**src/rtl/linalg_pkg.sv**
```systemverilog
// Shared types and widths for the linalg operator family (deserializer, transpose, ...).
package linalg_pkg;

    localparam int FP_W = 32;

    typedef logic [FP_W-1:0] fp32_t;

endpackage : linalg_pkg

```
**src/rtl/mat_deserializer_if.sv**
```systemverilog
// Stream-in / matrix-out bundle for mat_deserializer; slave is the deserializer side.
interface mat_deserializer_if
    import linalg_pkg::*;
#(
    parameter int M = 2,
    parameter int N = 3,
    parameter int W = FP_W
);

    logic [W-1:0]               in_data;
    logic                       in_valid;
    logic                       in_last;
    logic                       in_ready;
    logic [M-1:0][N-1:0][W-1:0] out_mat;
    logic                       out_valid;
    logic                       out_ready;
    logic                       frame_err;

    modport master (
        output in_data, in_valid, in_last, out_ready,
        input  in_ready, out_mat, out_valid, frame_err
    );

    modport slave (
        input  in_data, in_valid, in_last, out_ready,
        output in_ready, out_mat, out_valid, frame_err
    );

endinterface : mat_deserializer_if

```
**src/rtl/mat_deserializer.sv**
```systemverilog
// Assembles a row-major element stream into a packed M x N matrix; the first element
// lands in the most-significant word. Frames not ending exactly on element M*N-1 are dropped.
module mat_deserializer
    import linalg_pkg::*;
#(
    parameter int M = 2,
    parameter int N = 3,
    parameter int W = FP_W
) (
    input  logic              clk,
    input  logic              rst_n,
    mat_deserializer_if.slave bus
);

    localparam int ELEMS = M * N;
    localparam int CW    = (ELEMS > 1) ? $clog2(ELEMS) : 1;
    localparam logic [CW-1:0] LAST_IDX = CW'(ELEMS - 1);

    localparam logic [0:0] S_FILL = 1'b0;
    localparam logic [0:0] S_FULL = 1'b1;

    logic [0:0]                state_q, state_d;
    logic [CW-1:0]             count_q, count_d;
    logic [ELEMS-1:0][W-1:0]   mat_q, mat_d;
    logic                      frame_err_q, frame_err_d;
    logic                      accept;
    logic [CW-1:0]             wr_idx;

    // Handshake outputs come straight from the state register.
    assign bus.in_ready  = (state_q == S_FILL);
    assign bus.out_valid = (state_q == S_FULL);
    assign bus.out_mat   = mat_q;
    assign bus.frame_err = frame_err_q;

    assign accept = bus.in_valid && (state_q == S_FILL);
    assign wr_idx = LAST_IDX - count_q;

    always_comb begin
        state_d     = state_q;
        count_d     = count_q;
        mat_d       = mat_q;
        frame_err_d = 1'b0;
        case (state_q)
            S_FILL: begin
                if (accept) begin
                    mat_d[wr_idx] = bus.in_data;
                    if ((count_q == LAST_IDX) && bus.in_last) begin
                        count_d = '0;
                        state_d = S_FULL;
                    end else if ((count_q == LAST_IDX) || bus.in_last) begin
                        // Partial words stay in storage; they are overwritten by the next frame.
                        count_d     = '0;
                        frame_err_d = 1'b1;
                    end else begin
                        count_d = count_q + 1'b1;
                    end
                end
            end
            S_FULL: begin
                if (bus.out_ready) begin
                    state_d = S_FILL;
                end
            end
            default: begin
                state_d = S_FILL;
                count_d = '0;
            end
        endcase
    end

    always_ff @(posedge clk or negedge rst_n) begin
        if (!rst_n) begin
            state_q     <= S_FILL;
            count_q     <= '0;
            mat_q       <= '0;
            frame_err_q <= 1'b0;
        end else begin
            state_q     <= state_d;
            count_q     <= count_d;
            mat_q       <= mat_d;
            frame_err_q <= frame_err_d;
        end
    end

endmodule : mat_deserializer

```
**src/flat_wrapper.sv**
```systemverilog
// flat-port wrapper written by rule: the top's interface ports become plain ports
module mat_deserializer_flat import linalg_pkg::*;
#(
    parameter int M = 2,
    parameter int N = 3,
    parameter int W = FP_W
)
  (clk, rst_n, bus_in_data, bus_in_valid, bus_in_last, bus_out_ready, bus_in_ready, bus_out_mat, bus_out_valid, bus_frame_err);
  mat_deserializer_if #(.M(M), .N(N), .W(W)) bus_i ();
  input  logic clk;
  input  logic rst_n;
  input wire logic [$bits(bus_i.in_data)-1:0] bus_in_data;
  input wire logic [$bits(bus_i.in_valid)-1:0] bus_in_valid;
  input wire logic [$bits(bus_i.in_last)-1:0] bus_in_last;
  input wire logic [$bits(bus_i.out_ready)-1:0] bus_out_ready;
  output wire logic [$bits(bus_i.in_ready)-1:0] bus_in_ready;
  output wire logic [$bits(bus_i.out_mat)-1:0] bus_out_mat;
  output wire logic [$bits(bus_i.out_valid)-1:0] bus_out_valid;
  output wire logic [$bits(bus_i.frame_err)-1:0] bus_frame_err;
  assign bus_i.in_data = bus_in_data;
  assign bus_i.in_valid = bus_in_valid;
  assign bus_i.in_last = bus_in_last;
  assign bus_i.out_ready = bus_out_ready;
  assign bus_in_ready = bus_i.in_ready;
  assign bus_out_mat = bus_i.out_mat;
  assign bus_out_valid = bus_i.out_valid;
  assign bus_frame_err = bus_i.frame_err;
  mat_deserializer #(.M(M), .N(N), .W(W)) u_core (.clk(clk), .rst_n(rst_n), .bus(bus_i));
endmodule
```
**config.mk**
```make
export PLATFORM = sky130hd
export DESIGN_NAME = mat_deserializer_flat
export DESIGN_NICKNAME = d
export VERILOG_FILES = /design/src/rtl/linalg_pkg.sv /design/src/rtl/mat_deserializer_if.sv /design/src/rtl/mat_deserializer.sv /design/src/flat_wrapper.sv
export SDC_FILE = /design/constraint.sdc
export NUM_CORES = 1
export LEC_CHECK = 0
export ABC_AREA = 0
export CAP_MARGIN = 5
export CORE_MARGIN = 10
export CORE_UTILIZATION = 40
export CTS_BUF_LIST = sky130_fd_sc_hd__clkbuf_8
export DETAILED_ROUTE_END_ITERATION = 16
export PLACE_DENSITY = 0.7
export RECOVER_POWER = 100
export SLEW_MARGIN = 20
export SYNTH_ARGS = -nofsm -noshare
export SYNTH_HDL_FRONTEND = slang
export SYNTH_SLANG_ARGS = --single-unit
```
**constraint.sdc**
```tcl
create_clock -name clk -period 2.8 [get_ports clk]
set_clock_uncertainty 0.05 [all_clocks]
set_input_delay 0.7 -clock clk [delete_from_list [all_inputs] [get_ports clk]]
set_output_delay 0.7 -clock clk [all_outputs]
set_load 0.05 [all_outputs]
```
== Word level (Yosys, flattened, before mapping) ==
Cells that the tools add are included.

* Logic and storage cells: 33
* Output and inout port bits: 195
* Flip-flop bits (word level): 197
* Bits of input ports: 37

* Equality and inequality tests: 1
* Multiplexer cells: 13
* Bitwise operators: 1
* Reductions and logical operators: 5
* Order comparisons: 2
* Add/sub/neg operators: 2

{| class="wikitable"
|+ Operator list
! operator !! count
|-
| $bwmux W192 || 1
|-
| $demux W32 S3 || 1
|-
| $mux W32 || 1
|-
| $mux W1 || 7
|-
| $mux W3 || 2
|-
| $lt A3 B4 Y1 const B || 1
|-
| $add A3 B1 Y3 const B || 1
|-
| $eq A3 B3 Y1 const B || 1
|-
| $ge A3 B1 Y1 const B || 1
|-
| $logic_and A1 B1 Y1 || 3
|-
| $sub A3 B3 Y3 const A || 1
|-
| $pmux W1 S2 || 1
|-
| $reduce_and A2 Y1 || 1
|-
| $logic_or A1 B1 Y1 || 1
|-
| $not A1 Y1 || 1
|}

== Logic depth before layout (Yosys ltp) ==
Gate-level depths: netlist of run 1.

* Depth in word-level cells: 6
* Mapped depth: 7

== Worst setup path before layout of run 1 ==
OpenSTA, ideal clock, no wires.

* Path kind: input-to-reg
* From: input port bus_in_valid
* To: register u_core.mat_q (netlist bit u_core.bus.out_mat[66])
* Path buffers: 2
* Arrival: 1.687 ns
* Data required time: 2.625 ns
* Slack: 0.939 ns
* Setup time: 0.125 ns
* Stages: 5
* Path through: nor2b_2 > and4b_1 > clkbuf_2 > buf_6 > mux2_2

* Cells in the longest elaborated chain, start to end: 2

{| class="wikitable"
|+ Ends and longest elaborated chain
! item !! line !! source
|-
| start, declared || flat_wrapper.sv:13 || <nowiki>input wire logic [$bits(bus_i.in_valid)-1:0] bus_in_valid;</nowiki>
|-
| $logic_and A1 B1 Y1 || mat_deserializer.sv:35 || <nowiki>assign accept = bus.in_valid && (state_q == S_FILL);</nowiki>
|-
| $reduce_and A2 Y1 (no source line) || - ||
|-
| end signal, assigned || mat_deserializer.sv:80 || <nowiki>mat_q <= mat_d;</nowiki>
|-
| end, declared || mat_deserializer.sv:24 || <nowiki>logic [ELEMS-1:0][W-1:0] mat_q, mat_d;</nowiki>
|}

No other way between the ends.
A chain may end at the register's enable or synchronous reset.

== Worst setup path in the final report of run 1 ==
* From: register u_core.state_q (netlist: u_core.bus.out_valid)
* To: output port bus_in_ready

* Cells in the longest elaborated chain, start to end: 1

{| class="wikitable"
|+ Ends and longest elaborated chain
! item !! line !! source
|-
| start, declared || mat_deserializer.sv:22 || <nowiki>logic [0:0] state_q, state_d;</nowiki>
|-
| start signal, assigned || mat_deserializer.sv:78 || <nowiki>state_q <= state_d;</nowiki>
|-
| $not A1 Y1 (no source line) || - ||
|-
| end, declared || flat_wrapper.sv:16 || <nowiki>output wire logic [$bits(bus_i.in_ready)-1:0] bus_in_ready;</nowiki>
|}

No other way between the ends.

==> qor.txt, run 1 <==
Crit end category -> output pin
Final ANT Viol Nets -> 0
Simple-Gate Fraction of Synth Area -> 1.48%
TNS Setup -> 0 ns
Root Buffer -> clkbuf_8
Maximum number of pins on one net before global-route repair -> 61
Max Root-Sink Buffers -> 2
CTS tree -> done
Post-CTS Resized -> 0
Period utilization -> 93.0%
Gate Count Post-Synth -> 438
Worst path required time -> 2.05 ns
Library cells used by synthesis -> 24
Num CTS Buffers -> 17
Final instance area -> 10300 um^2
Setup-failing EPs final -> 0
Startpoint types -> register
I/O Pins -> 232
Syn. warnings -> 0
Starting density of the core -> 41.0%
Synth-to-Final Area Change -> 39.3%
Skew-Pair Late Insertion Delay -> 0.44 ns
Net Count, Synth -> 478
Site Rows -> 49
Ranking of synthesized cells by area -> dfrtp_1 (66%), mux2_2 (29%), buf_2 (0.61%)
Placeable Area -> 18100 um^2
Status -> complete, but fails checks
Area post-placement -> 10100 um^2
Worst Path Max Fanout -> 5
Via/cell ratio -> 4.93
Antenna violations before repair -> 0
Combinational family with the most area after synthesis -> multiplexers
#FFs+latches synth -> 197
Slew Viols, Final -> 60
GRT overflow -> 0
Hold crit path type -> reg2reg
Area leader, netlist -> dfrtp_1
Die Wd -> 156 um
Failing checks -> max-capacitance violations, max-slew violations
Post-synth top area share -> 66.4%
Layout Nets -> 722
Drt drc -> 0
Max_slew headroom -> -0.624%
Mapped cell area -> 7420 um^2
Clk pin slew, worst setup/hold paths -> 0.09 ns
Vias in the first global route -> 5272
Via count -> 4554
Postcts setup bufs -> 0
Most common cell after layout, fill and taps aside -> dfrtp_1
Detailed placer's ending HPWL -> 14500 um
# hold bufs at CTS -> 0
Post-synthesis compound-gate area fraction -> 0.472%
Commonest non-fill, non-tap cells in the layout -> dfrtp_1 (197), dlygate4sd3_1 (195), mux2_2 (188)
Mux contribution to synthesized area -> 29.1%
DIE HEIGHT -> 156 um
Routed Wire Length -> 19600 um
Final Wtd Congestion -> 0.759
First-pass GRT wire length -> 31100 um
Worst-Margin Slew -> 1.51 ns
Die Area -> 24400 um^2
Data arrival time of the worst path -> 1.85 ns
Max-Cap Viols -> 1
Synthesized area per cell -> 16.9 um^2
Inserted Diodes -> 0
Kind of critical path -> reg2out
DR pass1 iterations -> 4
Iteration-0 DRC Markers -> 156
PortBufs -> 231
RSZ-0062 raised after global routing -> false
Post-Synth XOR/XNOR Area -> 0%
Layout cells sized above 1 -> 33.8%
# clock sinks -> 197
Fill cells -> 1445
Post-Synth Adder-Cell Area -> 0.506%
GRT Util Overall -> 16.4%
Min cycle time layout -> 2.60 ns
H-tree Lvls -> 4
Max Freq -> 384 MHz
WL/cell -> 21.2 um
Hold Violations, Final -> 0
Sequential share of the synthesized area -> 66.4%
-- per-stage QoR --
stage / cells / util [%] / hold WS (ns) / setup slack [ns]
2_1_floorplan: 438 / - / 0.354 / 0.939
3_3_place_gp: 892 / 55.7 / 0.421 / 0.309
3_5_place_dp: 892 / 55.7 / 0.443 / 0.262
4_1_cts: 924 / 57.8 / 0.150 / 0.129
5_1_grt: 924 / 57.1 / 0.470 / 0.0964
6_report: 924 / 57.1 / 0.452 / 0.196
-- routing by layer --
| layer | vias to the layer above | global-route usage (%) | part of all wire (%) | wire length [um] |
|---|---|---|---|---|
| met5 | - | 0 | 0 | 0 |
| met4 | 0 | 3.91 | 0.88 | 173 |
| met3 | 11 | 8.41 | 10 | 1980 |
| met2 | 129 | 27.1 | 50 | 9760 |
| met1 | 2372 | 18.5 | 39 | 7720 |
| li1 | 2042 | - | - | - |
-- Yosys cell counts, drive strengths merged --
| master | number |
|---|---|
| a21o | 1 |
| nor2b | 3 |
| nand2b | 2 |
| and4b | 1 |
| clkbuf | 2 |
| and2 | 1 |
| inv | 3 |
| nand2 | 3 |
| dfrtp | 197 |
| mux2 | 192 |
| ha | 3 |
| nand3b | 1 |
| nor3 | 1 |
| nor2 | 2 |
| o21ai | 2 |
| a22o | 2 |
| and3 | 1 |
| nor3b | 1 |
| nand3 | 2 |
| buf | 18 |
-- worst paths after layout --
path                                               startpoint                                   to  slack [ns]  cells past startpoint
max                            u_core.bus.out_valid$_DFF_PN0_                         bus_in_ready        0.20                      2
min                        u_core.bus.out_mat[31]$_DFFE_PN0P_   u_core.bus.out_mat[31]$_DFFE_PN0P_        0.45                      1
max reg2reg                    u_core.bus.out_valid$_DFF_PN0_  u_core.bus.out_mat[135]$_DFFE_PN0P_        0.71                      4
min in group asynchronous                               rst_n   u_core.bus.out_mat[97]$_DFFE_PN0P_        0.55                      1
max in group asynchronous                               rst_n  u_core.bus.out_mat[116]$_DFFE_PN0P_        0.52                      2
min reg2reg                u_core.bus.out_mat[31]$_DFFE_PN0P_   u_core.bus.out_mat[31]$_DFFE_PN0P_        0.45                      1
-- registers in the layout (all words and copies together), names as in the netlist --
name	count
u_core.bus.frame_err	1
u_core.bus.out_mat	192
u_core.bus.out_valid	1
u_core.count_q	3
-- critical path, cell delays in order, from the launching register on --
cell             delay, ns
dfrtp_1               0.45
inv_1                 0.14
clkdlybuf4s50_1       0.82
-- final cells by class --
class,instances,area (um^2),share of cell area [%]
Tap cell,229,287,2.77
Timing Repair Buffer,245,2390,23.2
Inverter,3,11.3,0.109
Clock inverter,14,118,1.14
Sequential cell,197,4930,47.7
Clock buffer,18,248,2.40
Multi-Input combinational cell,218,2350,22.7
-- cells by family after synthesis --
group / after synthesis
mux: 192
flops: 197
buf+inv: 23
simple gates: 18
fa+ha+maj: 3
compound gates: 5
Power of run 1 is left out: the tool's default activity adds up to more than one toggle a clock period on the data nets, which glitch-free logic cannot reach.
==> inputs of run 2 (changes only) <==
--- a/config.mk
+++ b/config.mk
@@ -6,7 +6,7 @@
 export NUM_CORES = 1
 export LEC_CHECK = 0
 export ABC_AREA = 0
-export CAP_MARGIN = 5
+export CAP_MARGIN = 10
 export CORE_MARGIN = 10
 export CORE_UTILIZATION = 40
 export CTS_BUF_LIST = sky130_fd_sc_hd__clkbuf_8
==> results of run 2 <==
Same layout as run 1: the final DEF is identical, and so are final timing and power.
Power of run 2 is left out for the same reason.
